### src/rtl/bit_selection_pkg.sv
// bit_selection_pkg: FSM encoding, command width and beat-count constants for the window sequencer
package bit_selection_pkg;
  localparam logic [0:0] IDLE = 1'b0;
  localparam logic [0:0] RUN = 1'b1;
  localparam int COMMAND_WIDTH = 3;
  localparam logic [3:0] COUNT_ZERO_BEATS = 4'd8;
  function automatic logic [3:0] beats(input logic [2:0] c);
    return c == 3'd0 ? COUNT_ZERO_BEATS : {1'b0, c};
  endfunction
endpackage

### src/rtl/bit_selection_seq_ctrl_if.sv
// bit_selection_seq_ctrl_if: upstream word, configuration and downstream beat signals
interface bit_selection_seq_ctrl_if #(
  parameter int DATA_WIDTH = 16,
  parameter int COMMAND_WIDTH = 3
);
  logic i_valid;
  logic [DATA_WIDTH-1:0] i_data_bus;
  logic o_ready;
  logic i_en;
  logic [COMMAND_WIDTH-1:0] i_cfg_start;
  logic [COMMAND_WIDTH-1:0] i_cfg_stride;
  logic [2:0] i_cfg_count;
  logic o_valid;
  logic [DATA_WIDTH/2-1:0] o_data_bus;
  logic i_ready;
  logic [COMMAND_WIDTH-1:0] o_cmd;
  logic o_last;
  modport slave (
    input i_valid, i_data_bus, i_en, i_cfg_start, i_cfg_stride, i_cfg_count, i_ready,
    output o_ready, o_valid, o_data_bus, o_cmd, o_last
  );
  modport master (
    output i_valid, i_data_bus, i_en, i_cfg_start, i_cfg_stride, i_cfg_count, i_ready,
    input o_ready, o_valid, o_data_bus, o_cmd, o_last
  );
endinterface

### src/rtl/bit_selection_16x8_comb.sv
// bit_selection_16x8_comb: selects word[cmd+1 +: 8], zero when not valid
module bit_selection_16x8_comb (
  input  logic        i_valid,
  input  logic [15:0] i_data,
  input  logic [2:0]  i_cmd,
  output logic [7:0]  o_data
);
  logic [15:0] sh;
  always_comb begin
    sh = i_data >> ({1'b0, i_cmd} + 4'd1);
    o_data = i_valid ? sh[7:0] : 8'd0;
  end
endmodule

### src/rtl/bit_selection_seq_ctrl.sv
// bit_selection_seq_ctrl: strided 8-bit window sequencer over latched 16-bit words; BIT_SELECTION_SEQ_STATS_EN adds a beat counter
module bit_selection_seq_ctrl #(
  parameter int DATA_WIDTH = 16,
  parameter int COMMAND_WIDTH = bit_selection_pkg::COMMAND_WIDTH
) (
  input  logic clk,
  input  logic rst,
  bit_selection_seq_ctrl_if.slave bus,
  output logic [15:0] o_beat_cnt
);
  import bit_selection_pkg::*;
  logic [0:0] state_q, state_d;
  logic [DATA_WIDTH-1:0] word_q, word_d;
  logic [COMMAND_WIDTH-1:0] cmd_q, cmd_d, stride_q, stride_d;
  logic [3:0] rem_q, rem_d;
  logic run, beat, last, acc;
  assign run = state_q == RUN;
  assign beat = run && bus.i_ready;
  assign last = run && rem_q == 4'd1;
  // a last-beat handshake frees the slot in the same cycle so words stream without a bubble
  assign bus.o_ready = bus.i_en && (!run || (beat && last));
  assign acc = bus.i_valid && bus.o_ready;
  assign bus.o_valid = run;
  assign bus.o_cmd = run ? cmd_q : '0;
  assign bus.o_last = last;
  always_comb begin
    state_d = acc ? RUN : (beat && last) ? IDLE : state_q;
    word_d = acc ? bus.i_data_bus : word_q;
    cmd_d = acc ? bus.i_cfg_start : beat ? cmd_q + stride_q : cmd_q;
    stride_d = acc ? bus.i_cfg_stride : stride_q;
    rem_d = acc ? beats(bus.i_cfg_count) : beat ? rem_q - 4'd1 : rem_q;
  end
  always_ff @(posedge clk) begin
    if (rst) begin
      state_q <= IDLE;
      word_q <= '0;
      cmd_q <= '0;
      stride_q <= '0;
      rem_q <= '0;
    end else begin
      state_q <= state_d;
      word_q <= word_d;
      cmd_q <= cmd_d;
      stride_q <= stride_d;
      rem_q <= rem_d;
    end
  end
  bit_selection_16x8_comb u_sel (
    .i_valid(run),
    .i_data(word_q),
    .i_cmd(cmd_q),
    .o_data(bus.o_data_bus)
  );
`ifdef BIT_SELECTION_SEQ_STATS_EN
  logic [15:0] beat_cnt_q, beat_cnt_d;
  always_comb beat_cnt_d = (beat && beat_cnt_q != 16'hFFFF) ? beat_cnt_q + 16'd1 : beat_cnt_q;
  always_ff @(posedge clk) begin
    if (rst) beat_cnt_q <= '0;
    else beat_cnt_q <= beat_cnt_d;
  end
  assign o_beat_cnt = beat_cnt_q;
`else
  assign o_beat_cnt = '0;
`endif
endmodule

### src/flat_wrapper.sv
// flat-port wrapper written by rule: the top's interface ports become plain ports
module bit_selection_seq_ctrl_flat import bit_selection_pkg::*;
#(
  parameter int DATA_WIDTH = 16,
  parameter int COMMAND_WIDTH = bit_selection_pkg::COMMAND_WIDTH
)
  (clk, rst, o_beat_cnt, bus_i_valid, bus_i_data_bus, bus_i_en, bus_i_cfg_start, bus_i_cfg_stride, bus_i_cfg_count, bus_i_ready, bus_o_ready, bus_o_valid, bus_o_data_bus, bus_o_cmd, bus_o_last);
  bit_selection_seq_ctrl_if #(.DATA_WIDTH(DATA_WIDTH), .COMMAND_WIDTH(COMMAND_WIDTH)) bus_i ();
  input  logic clk;
  input  logic rst;
  output logic [15:0] o_beat_cnt;
  input wire logic [$bits(bus_i.i_valid)-1:0] bus_i_valid;
  input wire logic [$bits(bus_i.i_data_bus)-1:0] bus_i_data_bus;
  input wire logic [$bits(bus_i.i_en)-1:0] bus_i_en;
  input wire logic [$bits(bus_i.i_cfg_start)-1:0] bus_i_cfg_start;
  input wire logic [$bits(bus_i.i_cfg_stride)-1:0] bus_i_cfg_stride;
  input wire logic [$bits(bus_i.i_cfg_count)-1:0] bus_i_cfg_count;
  input wire logic [$bits(bus_i.i_ready)-1:0] bus_i_ready;
  output wire logic [$bits(bus_i.o_ready)-1:0] bus_o_ready;
  output wire logic [$bits(bus_i.o_valid)-1:0] bus_o_valid;
  output wire logic [$bits(bus_i.o_data_bus)-1:0] bus_o_data_bus;
  output wire logic [$bits(bus_i.o_cmd)-1:0] bus_o_cmd;
  output wire logic [$bits(bus_i.o_last)-1:0] bus_o_last;
  assign bus_i.i_valid = bus_i_valid;
  assign bus_i.i_data_bus = bus_i_data_bus;
  assign bus_i.i_en = bus_i_en;
  assign bus_i.i_cfg_start = bus_i_cfg_start;
  assign bus_i.i_cfg_stride = bus_i_cfg_stride;
  assign bus_i.i_cfg_count = bus_i_cfg_count;
  assign bus_i.i_ready = bus_i_ready;
  assign bus_o_ready = bus_i.o_ready;
  assign bus_o_valid = bus_i.o_valid;
  assign bus_o_data_bus = bus_i.o_data_bus;
  assign bus_o_cmd = bus_i.o_cmd;
  assign bus_o_last = bus_i.o_last;
  bit_selection_seq_ctrl #(.DATA_WIDTH(DATA_WIDTH), .COMMAND_WIDTH(COMMAND_WIDTH)) u_core (.clk(clk), .rst(rst), .bus(bus_i), .o_beat_cnt(o_beat_cnt));
endmodule
### config.mk
export PLATFORM = sky130hd
export DESIGN_NAME = bit_selection_seq_ctrl_flat
export DESIGN_NICKNAME = d
export VERILOG_FILES = /design/src/rtl/bit_selection_pkg.sv /design/src/rtl/bit_selection_seq_ctrl_if.sv /design/src/rtl/bit_selection_16x8_comb.sv /design/src/rtl/bit_selection_seq_ctrl.sv /design/src/flat_wrapper.sv
export SDC_FILE = /design/constraint.sdc
export NUM_CORES = 1
export LEC_CHECK = 0
export CORE_MARGIN = 2
export CORE_UTILIZATION = 40
export DETAILED_ROUTE_END_ITERATION = 10
export PLACE_DENSITY = 0.77
export SYNTH_ARGS = -nofsm -noshare
export SYNTH_HDL_FRONTEND = slang
export SYNTH_HIERARCHICAL = 1
export SYNTH_SLANG_ARGS = --single-unit
### constraint.sdc
create_clock -name clk -period 1.7 [get_ports clk]
set_clock_uncertainty 0.2 [all_clocks]
set_input_delay 0.34 -clock clk [delete_from_list [all_inputs] [get_ports clk]]
set_output_delay 0.34 -clock clk [all_outputs]
set_load 0.05 [all_outputs]
==> results.json <==
{
  "drt_first_pass_iters": 4,
  "grt_start_max_net_pins": 19,
  "drc": 0,
  "p_sw_uw": 741,
  "rsz0062_at_grt": "yes",
  "internal-power_mw": 1.32,
  "p_per_area_nw_per_um2": 626,
  "port_buffers": 42,
  "clkSinkCount": 26,
  "max_cap_violations": 0,
  "violations": "setup timing",
  "sequentialPowerShare": 0.340,
  "die_x_um": 68.2,
  "n_antenna_cell": 0,
  "drt_iter0_markers": 117,
  "fin_ws_ns": -0.559,
  "insertion_delay_ns": 0.27,
  "peakVddDrop_mv": 0.406,
  "switching_share": 0.360,
  "period_minus_slack_ns": 2.26,
  "final_antenna_net_count": 0,
  "layout-drive-gt1-share": 0.656,
  "fin_worst_hold_slack_ns": 0.297,
  "fp.dieArea_sq_um": 4660,
  "crit_chain": "mux2_2, nor2_1, a2111oi_4, buf_12",
  "power_frac_comb": 0.438,
  "antenna_found_initial": 0,
  "max-clock-path-buffers": 2,
  "slowest_stage": "mux2_2",
  "pre_cts_ws_ns": -0.323,
  "place_hpwl_mm": 3.12,
  "final_util": 0.828,
  "cp_max_fo": 7,
  "numCtsBuffers": 3,
  "viasPerCell": 5.61,
  "ys_warn_count": 6,
  "io_pins": 60,
  "grt_pass1_wl_mm": 8.20,
  "final_max_slew_viol_count": 0,
  "cp.arrival_ns": 1.72,
  "core_area_sq_um": 3970,
  "synthCells": 199,
  "cts_root_buf": "clkbuf_8",
  "leakagePower_nw": 1.28,
  "wl_mm": 6.90,
  "tns_ns": -8.95,
  "worstSetupStartpointType": "register",
  "rows": 23,
  "cts_tree": "done",
  "clockPowerShare": 0.221,
  "fin_crit_sh": 1.33,
  "nets": 308,
  "place_congestion": 0.835,
  "cp-end-kind": "output port",
  "hold_path.class": "register to register",
  "multi_input_area_sq_um": 1600,
  "outcome": "complete, but fails checks",
  "synth_area_sq_um": 1650,
  "h-tree-depth": 1,
  "filler_cell_count": 190,
  "vias": 1811,
  "worstPathRequired_ns": 1.16,
  "setup_viol": 35,
  "crit_type": "register to output port",
  "grtUsageTotal": 0.237,
  "slowest_delay_ns": 0.42,
  "grt_overflow_total": 0,
  "wire_per_inst_um": 21.4,
  "seq_area_sq_um": 539,
  "max_freq_mhz": 443,
  "grt_pass1_vias": 1590,
  "start_util": 0.416,
  "synthToLayoutAreaGrowth_pct": 99.2,
  "synth.avg_cell_area_sq_um": 8.29,
  "die_h_um": 68.2,
  "hold_violations": 0,
  "clk_pin_slew_ns": 0.09
}
## power by group through the flow
| stage | sequential (mW) | clock, mW | combinational (mW) |
|---|---|---|---|
| final | 0.700 | 0.456 | 0.902 |
| after global routing | 0.704 | 0.492 | 0.937 |
| after CTS | 0.687 | 0.446 | 0.760 |
| after detailed placement | 0.697 | 0 | 0.604 |
| after global placement | 0.694 | 0 | 0.593 |
| after floorplan | 0.692 | 0 | 0.420 |
## worst paths after layout
check	slack, ns	from	cells after the start	to
max reg2reg	-0.34	u_core/cmd_q[0]	7	u_core/cmd_q[2]
min reg2reg	0.30	u_core/word_q[13]	2	u_core/word_q[13]
max	-0.56	u_core/cmd_q[2]	4	bus_o_data_bus[2]
min	0.30	u_core/word_q[13]	2	u_core/word_q[13]
## placed cells by master (no fill, tap or decap), drive strengths merged
cell	instances
buf	51
nand2	43
clkdlybuf4s50	27
dfxtp	26
a21oi	21
conb	16
o22ai	11
nor2	10
mux2	8
clkbuf	7
nor3	5
and2	5
xnor2	4
nand2b	3
nand3	3
a211oi	3
inv	3
ha	3
mux2i	3
a311oi	2
nor4	2
a2111oi	2
mux4	2
o21ai	2
nor2b	2
dlygate4sd2	1
and4bb	1
nor4b	1
o21a	1
xor2	1
o31ai	1
fa	1
clkinvlp	1
or2	1
## cell type report
cell class,count,share of cell area
Clock buffer,4,0.0202
Inverter,4,0.00571
Multi-Input combinational cell,157,0.486
Sequential cell,26,0.164
Tap cell,50,0.0190
Timing Repair Buffer,82,0.305
## metrics by stage
step | instances | total power [mW] | cell area, sq um
2_1_floorplan | 214 | 1.11 | 1850
3_3_place_gp | 302 | 1.29 | 2420
3_5_place_dp | 302 | 1.30 | 2420
4_1_cts | 316 | 1.89 | 2930
5_1_grt | 323 | 2.13 | 3290
6_report | 323 | 2.06 | 3290
## what timing repair did
item                       CTS  global route
hold endpoints to repair     0             0
gates cloned                 2             4
setup buffers                8             5
setup endpoints to repair   26            37
resized for setup           82            69
hold buffers                 0             0
pin swaps                   40            29
## registers in the layout, indices dropped and copies added, names as in the netlist
name / flops
u_core/bus.o_valid: 1
u_core/cmd_q: 3
u_core/rem_q: 4
u_core/stride_q: 3
u_core/word_q: 15
## critical path: cells and delay by family (launching register included)
family	cells	cell delay (ns)
flip-flops	1	0.41
AO/OA/AOI/OAI	1	0.10
AND/OR/NAND/NOR	1	0.33
multiplexers	1	0.42
buffers and inverters	1	0.18
## per-layer routing
metal  vias up  part of all wire  GRT usage
met5         -                 0          0
li1        808                 -          -
met4         0             0.040     0.0475
met1       900              0.42      0.329
met3        16             0.052     0.0115
met2        87              0.49      0.409
(Power assumes the default switching activity.)
